===== src/rtl/stress_router.sv =====
// Stress-aware router: fails traffic over from node0 to node1 under stress or fault, with drain stalls and a free-running decay strobe.
// Optional macro STRESS_ROUTER_STATS_EN adds a saturating failover_cnt output.
module stress_router #(
  parameter int unsigned HI_THRESH = 200,
  parameter int unsigned LO_THRESH = 100,
  parameter int unsigned DRAIN_CYC = 2,
  parameter int unsigned DECAY_DIV = 16
) (
  input  logic       clk,
  input  logic       rst_n,
  input  logic       in_valid,
  output logic       in_ready,
  input  logic [7:0] in_data_a,
  input  logic [7:0] in_data_b,
  input  logic       fault_inject,
  input  logic [7:0] n0_stress,
  output logic       n0_valid,
  output logic       n1_valid,
  output logic [7:0] node_data_a,
  output logic [7:0] node_data_b,
  output logic [1:0] mac_clr,
  output logic       decay_pulse,
  output logic       route_sel
`ifdef STRESS_ROUTER_STATS_EN
  ,
  output logic [15:0] failover_cnt
`endif
);

  localparam logic [7:0]  HI_T       = HI_THRESH[7:0];
  localparam logic [7:0]  LO_T       = LO_THRESH[7:0];
  localparam logic [3:0]  DRAIN_LAST = 4'(DRAIN_CYC - 1);
  localparam logic [15:0] DECAY_LAST = 16'(DECAY_DIV - 1);

  typedef enum logic [1:0] {PRIM, DRAIN_S, SPARE, DRAIN_P} state_t;

  state_t      state_reg, state_next;
  logic [3:0]  drain_cnt_reg;
  logic [15:0] decay_cnt_reg;
  logic        failover_go;
  logic        stress_hi, stress_lo, accept;

  assign stress_hi = (n0_stress > HI_T);
  assign stress_lo = (n0_stress < LO_T);
  assign accept    = in_valid && in_ready;

  always_comb begin
    state_next  = state_reg;
    in_ready    = 1'b0;
    route_sel   = 1'b0;
    mac_clr     = 2'b00;
    failover_go = 1'b0;
    case (state_reg)
      PRIM: begin
        in_ready = 1'b1;
        if (stress_hi || fault_inject) begin
          state_next  = DRAIN_S;
          failover_go = 1'b1;
        end
      end
      DRAIN_S: begin
        route_sel = 1'b1;
        if (drain_cnt_reg == 4'd0) mac_clr = 2'b10;
        if (drain_cnt_reg == DRAIN_LAST) state_next = SPARE;
      end
      SPARE: begin
        in_ready  = 1'b1;
        route_sel = 1'b1;
        if (stress_lo && !fault_inject) state_next = DRAIN_P;
      end
      DRAIN_P: begin
        // An abort returns to node1 before node0's accumulator is cleared.
        if (fault_inject || stress_hi) begin
          state_next = SPARE;
        end else begin
          if (drain_cnt_reg == 4'd0) mac_clr = 2'b01;
          if (drain_cnt_reg == DRAIN_LAST) state_next = PRIM;
        end
      end
      default: state_next = PRIM;
    endcase
  end

  always_ff @(posedge clk or negedge rst_n) begin
    if (!rst_n) begin
      state_reg     <= PRIM;
      drain_cnt_reg <= 4'd0;
    end else begin
      state_reg <= state_next;
      if ((state_next == state_reg) && (state_reg == DRAIN_S || state_reg == DRAIN_P))
        drain_cnt_reg <= drain_cnt_reg + 4'd1;
      else
        drain_cnt_reg <= 4'd0;
    end
  end

  // Route is captured in the accept cycle; idle cycles drive zeros.
  always_ff @(posedge clk or negedge rst_n) begin
    if (!rst_n) begin
      n0_valid    <= 1'b0;
      n1_valid    <= 1'b0;
      node_data_a <= 8'd0;
      node_data_b <= 8'd0;
    end else begin
      n0_valid    <= accept && !route_sel;
      n1_valid    <= accept && route_sel;
      node_data_a <= accept ? in_data_a : 8'd0;
      node_data_b <= accept ? in_data_b : 8'd0;
    end
  end

  always_ff @(posedge clk or negedge rst_n) begin
    if (!rst_n) begin
      decay_cnt_reg <= 16'd0;
      decay_pulse   <= 1'b0;
    end else begin
      decay_cnt_reg <= (decay_cnt_reg == DECAY_LAST) ? 16'd0 : decay_cnt_reg + 16'd1;
      decay_pulse   <= (decay_cnt_reg == DECAY_LAST);
    end
  end

`ifdef STRESS_ROUTER_STATS_EN
  always_ff @(posedge clk or negedge rst_n) begin
    if (!rst_n)
      failover_cnt <= 16'd0;
    else if (failover_go && failover_cnt != 16'hFFFF)
      failover_cnt <= failover_cnt + 16'd1;
  end
`endif

endmodule


===== config.mk =====
export PLATFORM = sky130hd
export DESIGN_NAME = stress_router
export DESIGN_NICKNAME = d
export VERILOG_FILES = /design/src/rtl/stress_router.sv
export SDC_FILE = /design/constraint.sdc
export NUM_CORES = 1
export LEC_CHECK = 0
export CELL_PAD_IN_SITES_DETAIL_PLACEMENT = 0
export CELL_PAD_IN_SITES_GLOBAL_PLACEMENT = 2
export CORE_ASPECT_RATIO = 0.75
export CORE_MARGIN = 5
export CORE_UTILIZATION = 27
export DETAILED_ROUTE_END_ITERATION = 16
export PLACE_DENSITY = 0.78
export REMOVE_ABC_BUFFERS = 1
export SYNTH_ARGS = -nofsm -noshare
export SYNTH_HDL_FRONTEND = slang
export SYNTH_SLANG_ARGS = --single-unit
export TNS_END_PERCENT = 10

===== constraint.sdc =====
create_clock -name clk -period 2 [get_ports clk]
set_clock_uncertainty 0.2 [all_clocks]
set_input_delay 0.3 -clock clk [delete_from_list [all_inputs] [get_ports clk]]
set_output_delay 0.3 -clock clk [all_outputs]
set_load 0.01 [all_outputs]

**Word level (Yosys, flattened, before mapping)**

Cells that the tools add are included.

- Register bits after elaboration: 41
- Output and inout port bits: 23

- Add/sub/neg operators: 2
- $lt $le $gt $ge: 2
- Equality and inequality tests: 6
- Multiplexer cells: 16
- Reductions and logical operators: 13

Operators with widths:

| kind | number |
|---|---|
| $add 16x1->16 const B | 1 |
| $eq 16x4->1 const B | 1 |
| $mux 16 | 1 |
| $mux 8 | 2 |
| $mux 2 | 6 |
| $gt 8x8->1 const B | 1 |
| $lt 8x7->1 const B | 1 |
| $pmux 2 s4 | 1 |
| $logic_and 1x1->1 | 5 |
| $add 4x1->4 const B | 1 |
| $eq 2x2->1 const B | 2 |
| $eq 4x1->1 const B | 1 |
| $logic_not 4->1 | 1 |
| $mux 1 | 4 |
| $mux 4 | 1 |
| $pmux 2 s2 | 1 |
| $reduce_or 2->1 | 2 |
| $eq 2x1->1 const B | 1 |
| $eq 2x2->1 | 1 |
| $logic_not 1->1 | 2 |
| $logic_not 2->1 | 1 |
| $logic_or 1x1->1 | 2 |

**Logic depth before layout (Yosys ltp)**

Gate-level depths: netlist of run 1.

- Depth after elaboration: 7
- Gate-level depth with buffers: 7

**Least setup slack after synthesis of run 1**

OpenSTA, ideal clock, no wires.

- Kind: flip-flop to flip-flop
- Start point: register state_reg[1]
- End point: register drain_cnt_reg[0]
- Library setup time: 122 ps
- Arrival time: 1651 ps
- Path slack: 28 ps
- Cell stages (with the launch flop): 7
- Path buffers: 1
- Cell sequence: dfrtp_1 -> inv_1 -> ha_1 -> buf_2 -> nor3_1 -> a211o_2 -> a2111oi_1

- Word-level cells in the longest chain between the ends: 6
- Elaborated cells on any way between the ends: 14

RTL lines:

| element | line | source |
|---|---|---|
| from (decl) | 37 | `state_t state_reg, state_next;` |
| from (signal assigned) | 89 | `state_reg <= state_next;` |
| $mux 2 | 77 | `if (drain_cnt_reg == DRAIN_LAST) state_next = PRIM;` |
| $mux 2 | 73 | `if (fault_inject \|\| stress_hi) begin` |
| $pmux 2 s4 | 53 | `case (state_reg)` |
| $eq 2x2->1 | 90 | `if ((state_next == state_reg) && (state_reg == DRAIN_S \|\| state_reg == DRAIN_P))` |
| $logic_and 1x1->1 * | 90 |  |
| $mux 4 * | 90 |  |
| to (signal assigned) | 91 | `drain_cnt_reg <= drain_cnt_reg + 4'd1;` |
| to (decl) | 38 | `logic [3:0] drain_cnt_reg;` |

Mark *: on every way between the ends. The rest lies on a longest branch, timed or not.

**Worst setup path after layout of run 1**

- Start point: register state_reg[1]
- End point: register drain_cnt_reg[2]

The elaborated chain is that of the path after synthesis.

==> results.sh, run 1 <==
export IMPL_clock_path_buffers=2
export IMPL_die_w_um=107
export IMPL_grt_use_total_pct=9.73
export IMPL_hp_start="decay_cnt_reg[0]"
export IMPL_place_area_um2=2640
export IMPL_largest_reg_flops=16
export IMPL_cts_sinks=41
export IMPL_pin_count=51
export IMPL_drive_gt1_share_pct=26.3
export IMPL_dieHeight_um=82.6
export IMPL_viasPerCell=4.63
export IMPL_placed_cells=315
export IMPL_slew_viol_final=0
export IMPL_synth_area_um2=1900
export IMPL_vdd_drop_max_mv=0.724
export IMPL_grt_max_degree=42
export IMPL_grt_setup_unrepaired="yes"
export IMPL_area_growth_pct=59.6
export IMPL_ys_types=38
export IMPL_final_util_pct=44.3
export IMPL_port_buffers=50
export IMPL_clock_latency_ns=0.28
export IMPL_antenna_found_initial=0
export IMPL_fmax_ghz=0.505
export IMPL_avgSynthCellArea_um2=11.6
export IMPL_power_density_nw_per_um2=1150
export IMPL_finalHoldViolations=0
export IMPL_initial_utilization_pct=27.8
export IMPL_grt_pass1_wl_um=6800
export IMPL_path_class="flip-flop to flip-flop"
export IMPL_grt_ovfl_total=0
export IMPL_crit_required_ns=1.98
export IMPL_final_cell_area_um2=3030
export IMPL_status="finished clean"
export IMPL_setup_viol=0
export IMPL_start_kind="flip-flop"
export IMPL_drt_wl_total_um=4330
export IMPL_total_power_w=0.00349
export IMPL_clk_pin_slew_ns=0.08
export IMPL_synthCells=164
export IMPL_rows=26
export IMPL_cts_tree="yes"
export IMPL_htreeDepth=2
export IMPL_firstDrtPassIters=4
export IMPL_synth_area_leaders="dfrtp_1, and3_1, ha_1"
export IMPL_first_global_vias=1437
export IMPL_finalCriticalPeriod_ns=1.98
export IMPL_wl_per_cell_um=13.1
export IMPL_r2r_start="state_reg[1]"
export IMPL_tightest_slew_ns=0.495
export IMPL_ys_warn_count=0
export IMPL_drtAntennaViolNets=0
export IMPL_final_cell_mix="dfrtp_1, clkdlybuf4s50_1, buf_4"
export IMPL_cp_startpoint="state_reg[1]"
export IMPL_netlist_area_leader_share_pct=54.1
export IMPL_p_leak_nw=1.43
export IMPL_nFillCells=641
export IMPL_crit_fanout=7
export IMPL_stdcell_count=331
export IMPL_mostFrequentLayoutCell="dfrtp_1"
export IMPL_synth_yosys_seq_area_share_pct=54.1
export IMPL_gp_congestion=0.774
export IMPL_num_antenna_cells=0
export IMPL_cap_violations=0
export IMPL_slew_headroom_pct=66.6
export IMPL_die_area_um2=8820
export IMPL_hp_class="flip-flop to flip-flop"
export IMPL_drt_iter0_drc=52
export IMPL_end_kind="flip-flop"
export IMPL_cp_arrival_ns=1.96
export IMPL_ys_ff_latch=41
export IMPL_cts_root_buffer="clkbuf_8"
export IMPL_vias=1531
export IMPL_place_hpwl_um=3160
export IMPL_drc=0
export IMPL_nets=282
export IMPL_synth_top_area_cell="dfrtp_1"
export IMPL_core_area_um2=6830
export IMPL_cts_buffers=5
export IMPL_min_period_over_period_pct=99.0
export IMPL_finalSetupTns_ns=0
[synthesized netlist by cell type (all sizes together)]
cell,count
a2111oi,3
a211o,1
a211oi,1
a21boi,1
a21oi,1
a221o,1
a22o,1
a22oi,1
a311oi,1
and2,1
and3,22
and4,2
buf,1
clkbuf,4
dfrtp,41
ha,8
inv,5
mux2i,2
nand2,7
nand2b,1
nand3,8
nand4,1
nor2,8
nor2b,3
nor3,4
nor3b,2
nor4,3
nor4b,2
o211a,1
o211ai,2
o21ai,6
o311ai,1
or2,1
or3b,1
xnor2,9
xor2,7
[per-stage QoR]
stage	worst slack (ns)	hold slack, ns
final	0.0209	0.265
after detailed placement	-0.388	0.194
after global placement	-0.383	0.193
after floorplan	-0.211	-0.196
after CTS	-0.0728	0.275
after global routing	-0.0851	0.298
[cells by family (layout without fill, tap and decap cells)]
group	count (synthesis)	count (layout)	share of synthesized area (%)
and+or+nand+nor	66	66	20.4
DFF	41	41	54.1
AOI/OAI and AO/OA	21	21	9.82
xor gates and xnor gates	16	16	7.38
buffers and inverters	10	93	2.04
adders and majority gates	8	8	5.27
muxes	2	2	1.05
[where the power goes]
part	internal, W	total, W	switching [W]
sequential	0.000951	0.00101	0.0000633
clock	0.000496	0.000773	0.000277
combinational	0.000904	0.00170	0.000795
[critical path, stage by stage, from the launching register on]
cell,delay (ns)
dfrtp_2,0.46
inv_4,0.10
ha_4,0.14
buf_6,0.11
nor4b_1,0.06
a221o_2,0.43
a2111oi_4,0.38
[routing by layer]
layer / track usage, % / up-vias / wire [µm]
met3: 3.96 / 0 / 323
li1: - / 749 / -
met1: 13.4 / 747 / 2060
met2: 14.4 / 35 / 1950
met4: 1.92 / 0 / 0
met5: 0 / - / 0
[final timing paths]
path                                     to  slack [ns]  cells after the start
setup reg to reg           drain_cnt_reg[2]        0.02                      6
min in group asynchronous  decay_cnt_reg[2]        0.40                      3
max in group asynchronous      state_reg[1]        0.81                      3
hold / removal             decay_cnt_reg[0]        0.26                      1
hold reg to reg            decay_cnt_reg[0]        0.26                      1
setup / recovery           drain_cnt_reg[2]        0.02                      6
[what timing repair did]
action	CTS	global route
pin swaps	1	11
endpoints found under the hold margin	41	0
gates resized for setup	15	40
setup endpoints to repair	7	7
hold buffers	1	0
setup buffers	0	7
[final cells by class]
cell class              instances  area, µm²  area share, %
flip-flops and latches         41       1030           33.9
inverters                       5       21.3          0.702
clock inverters                 3       65.1           2.15
multi-input cells             113        993           32.8
clock buffers                   5       68.8           2.27
repair buffers                 80        748           24.7
well taps                      84        105           3.47
No activity file was read; power rests on OpenSTA's default activity.
==> run 2: changes to the inputs <==
Settings changed: HOLD_SLACK_MARGIN set to 0.1.
==> results of run 2 <==
Same layout as run 1: the final DEF is identical, and so are final timing and power.
==> RTL edit 1, RTL diff (config.mk and constraints of run 2) <==
Change the parameter `HI_THRESH` from 200 to 100.
--- a/src/rtl/stress_router.sv
+++ b/src/rtl/stress_router.sv
@@ -3,3 +3,3 @@
 module stress_router #(
-  parameter int unsigned HI_THRESH = 200,
+  parameter int unsigned HI_THRESH = 100,
   parameter int unsigned LO_THRESH = 100,
Behaviour: not the same (a bounded check fails within 4 cycles, from zero or initial values and one cycle with rst_n low).
==> RTL edit 1 against run 2 <==
The flow now finishes with violations (setup timing); first-iteration DRC count up 1.9%; routed wire length down 8.6%; die area down 3.4%; worst setup slack worse by 62 ps; via count down 6.7%; area after synthesis down 3.8%; final area down 11%; sequential cell count unchanged; critical path depth up 1; clock power down 35%; power down 19%; highest routed layer is now met4.
==> RTL edit 1: results <==
{
  "status": "complete, but fails checks",
  "violations": "setup timing",
  "critPathMaxFanout": 4,
  "syn_avg_cell_area_sq_um": 10.9,
  "fin_ws_ps": -41.1,
  "cts_setup_buffers": 2,
  "max_stage_delay_ps": 400,
  "drive_gt1_share_pct": 16.0,
  "peakVddDrop_uv": 375,
  "layout.nets": 279,
  "fin_worst_hold_slack_ps": 294,
  "p_leak_uw": 0.00122,
  "yosysUniqueCellTypes": 33,
  "top_layer": "met4",
  "multi_input_gates": 117,
  "drt_iter0_drc": 53,
  "wl_um": 3960,
  "yosys-top-cells-count": "dfrtp_1, and2_1, nand2_1, nor2_1, nand3_1",
  "end_kind": "register",
  "met3_usage_pct": 3.73,
  "cp_slowest_cell": "dfrtp_1",
  "r2r-start": "state_reg[0]$_DFF_PN0_",
  "cts-root-buf": "clkbuf_8",
  "numCtsBuffers": 5,
  "htreeDepth": 2,
  "synth_xor_area_share_pct": 7.20,
  "worstMarginPinSlew_ps": 560,
  "grt_pass1_wl_um": 6930,
  "finalNonFillerCells": 328,
  "r2r_slack_ps": -40,
  "ys_seq_area_share_pct": 56.2,
  "vias": 1429,
  "p_int_uw": 1900,
  "final_util_pct": 40.1,
  "buffers": 71,
  "n_antenna_cell": 0,
  "clk_pin_slew_ps": 70,
  "use_met2_pct": 14.8,
  "synth_area_leaders": "dfrtp_1, and2_1, ha_1, xnor2_1, nand2_1",
  "met1_usage_pct": 13.7,
  "synth_compound_area_share_pct": 7.61,
  "r2r_cells": 7,
  "setup_viol": 4,
  "dpl.hpwl_um": 3010,
  "cts_resized": 13,
  "postPlaceCellArea_sq_um": 2550,
  "dp.cells": 317,
  "dp_slack_ps": -338,
  "setup_tns_ps": -124,
  "synthMuxAreaShare_pct": 0,
  "gp_congestion": 0.768,
  "io_buffers": 50,
  "wl_met3_um": 301,
  "core_sq_um": 6700,
  "ff_latch_area_sq_um": 1030,
  "clock_area_share_pct": 2.98,
  "yosys.area_share.adder_pct": 5.48,
  "multi_input_area_share_pct": 29.8,
  "grt_pass1_vias": 1472,
  "drt-met1-wl_um": 1910
}
RTL edit 1: power groups by stage:
stage | registers (uW) | clock network, uW | logic [uW]
2_1_floorplan | 1080 | 0 | 535
3_3_place_gp | 1000 | 0 | 1270
3_5_place_dp | 1010 | 0 | 1270
4_1_cts | 991 | 530 | 1340
5_1_grt | 1010 | 562 | 1490
6_report | 992 | 506 | 1340
RTL edit 1: worst min-delay path by stage:
stage / startpoint / endpoint / depth (start not counted)
2_1_floorplan: rst_n / decay_cnt_reg[0]$_DFF_PN0_ / 0
3_3_place_gp: rst_n / node_data_a[5]$_DFF_PN0_ / 2
3_5_place_dp: rst_n / node_data_a[5]$_DFF_PN0_ / 2
4_1_cts: decay_cnt_reg[0]$_DFF_PN0_ / decay_cnt_reg[0]$_DFF_PN0_ / 1
5_1_grt: decay_cnt_reg[15]$_DFF_PN0_ / decay_cnt_reg[15]$_DFF_PN0_ / 1
6_report: decay_cnt_reg[0]$_DFF_PN0_ / decay_cnt_reg[0]$_DFF_PN0_ / 1
==> RTL edit 2, RTL diff (config.mk and constraints of run 2) <==
Without the edit above. Take the reset off `node_data_a` and `node_data_b` and load them in a clocked block of their own.
--- a/src/rtl/stress_router.sv
+++ b/src/rtl/stress_router.sv
@@ -101,4 +101,2 @@
       n1_valid    <= 1'b0;
-      node_data_a <= 8'd0;
-      node_data_b <= 8'd0;
     end else begin
@@ -106,5 +104,8 @@
       n1_valid    <= accept && route_sel;
-      node_data_a <= accept ? in_data_a : 8'd0;
-      node_data_b <= accept ? in_data_b : 8'd0;
     end
+  end
+
+  always_ff @(posedge clk) begin
+    node_data_a <= accept ? in_data_a : 8'd0;
+    node_data_b <= accept ? in_data_b : 8'd0;
   end
Formal check against the unedited RTL: not equivalent (a bounded check fails within 4 cycles, from zero or initial values and one cycle with rst_n low).
==> RTL edit 2 against run 2 <==
The run now ends with setup timing left; critical endpoint is now mac_clr[0]; worst setup slack lost 58 ps; routed wire length grew 3.3%; sequential cell count is the same; largest power group unchanged; clock power shrank 24%; highest routed layer is now met4; first-iteration DRC count grew 77%; area after synthesis shrank 4.5%; largest cell class is now multi-input combinational cells; power shrank 8.6%; final area shrank 6.4%.
==> RTL edit 2: results <==
{
  "grt_use_total_pct": 10.5,
  "crit_family": "buffers and inverters",
  "vias": 1472,
  "async_flop_share_pct": 61.0,
  "violations": "setup timing",
  "status": "complete, but fails checks",
  "grt_max_degree": 26,
  "drt_iter0_drc": 92,
  "layout.nets": 276,
  "max_slew_margin_pct": 61.1,
  "grt_pass1_wl_um": 7110,
  "postPlaceCellArea_sq_um": 2550,
  "critPathCapture": "mac_clr[0]",
  "dpl.hpwl_um": 3220,
  "r2r_slack_ps": -30,
  "hp-class": "primary input to async pin",
  "critPathMaxFanout": 2,
  "wire_per_inst_um": 13.9,
  "p_leak_uw": 0.00129,
  "gp_congestion": 0.801,
  "largest_reg_flops": 16,
  "yosys-top-cells-count": "dfrtp_1, and3_1, dfxtp_1",
  "ys_seq_area_share_pct": 52.2,
  "setup_viol": 3,
  "grt_pass1_vias": 1435,
  "fin_ws_ps": -36.7,
  "critPathLaunch": "n0_stress[0]",
  "drive_gt1_share_pct": 22.0,
  "crit_arrival_ps": 1540,
  "max_stage_delay_ps": 500,
  "synth_area_leaders": "dfrtp_1, dfxtp_1, and3_1, ha_1, xnor2_1"
}
## RTL edit 2: cell families (layout without fill, tap and decap cells)
logic type / count (synthesis) / count (layout) / synth area share [%]
fa+ha+maj: 8 / 8 / 5.52
xor+xnor: 16 / 16 / 7.73
buf+inv: 10 / 87 / 2.14
simple gates: 66 / 66 / 21.0
compound gates: 21 / 21 / 10.3
flops: 41 / 41 / 52.2
mux: 2 / 2 / 1.10
## RTL edit 2: repair_timing
action / in CTS / in global routing
endpoints found under the setup margin: 7 / 6
cloned: 0 / 0
resized for setup: 12 / 29
endpoints found under the hold margin: 0 / 0
pin swaps: 0 / 4
buffers inserted: 1 / 2
hold buffers: 0 / 0
## RTL edit 2: worst reg2reg max path: cells and delay by family, from the launching register on
kind | cells | cell delay [ps]
adder cells (fa/ha/maj) | 1 | 150
flip-flops | 1 | 400
AO/OA/AOI/OAI | 2 | 800
AND/OR/NAND/NOR | 1 | 130
buffers and inverters | 2 | 260
## RTL edit 2: area by class of cell
type	count	area, sq um
fillers	577	3580
multi-input cells	113	968
flip-flops and latches	41	946
repair buffers	74	698
well taps	81	101
clock buffers	7	96.3
inverters	5	18.8
clock inverters	1	5.00
## RTL edit 2: per-layer routing
metal	global-route usage [%]	routed length [um]	vias up
met2	13.9	1770	48
li1	-	-	739
met4	4.34	61	0
met1	14.0	2190	678
met3	5.88	463	7
met5	0	0	-
## RTL edit 2: how the worst min path moves through the flow
stage                                     startpoint                    endpoint
after CTS                                      rst_n  decay_cnt_reg[2]$_DFF_PN0_
after global placement    decay_cnt_reg[0]$_DFF_PN0_  decay_cnt_reg[0]$_DFF_PN0_
after floorplan                                rst_n  decay_cnt_reg[0]$_DFF_PN0_
final                                          rst_n  decay_cnt_reg[2]$_DFF_PN0_
after global routing                           rst_n  drain_cnt_reg[0]$_DFF_PN0_
after detailed placement  decay_cnt_reg[0]$_DFF_PN0_  decay_cnt_reg[0]$_DFF_PN0_
## RTL edit 2: metrics by stage
stage / hold slack [ps] / util [%] / setup slack [ps] / instances / TNS [ps]
2_1_floorplan: -196 / - / -344 / 159 / -1210
3_3_place_gp: 253 / 39.8 / -359 / 311 / -1530
3_5_place_dp: 257 / 39.8 / -396 / 311 / -1710
4_1_cts: 184 / 41.7 / -110 / 320 / -512
5_1_grt: 200 / 44.2 / -78.3 / 322 / -371
6_report: 180 / 44.2 / -36.7 / 322 / -76.4
## RTL edit 2: power by group
group / internal (uW) / total (uW) / leakage [uW] / switching [uW]
combinational: 814 / 1600 / 0.000764 / 790
sequential: 949 / 996 / 0.000471 / 46.8
clock: 312 / 587 / 0.0000542 / 275
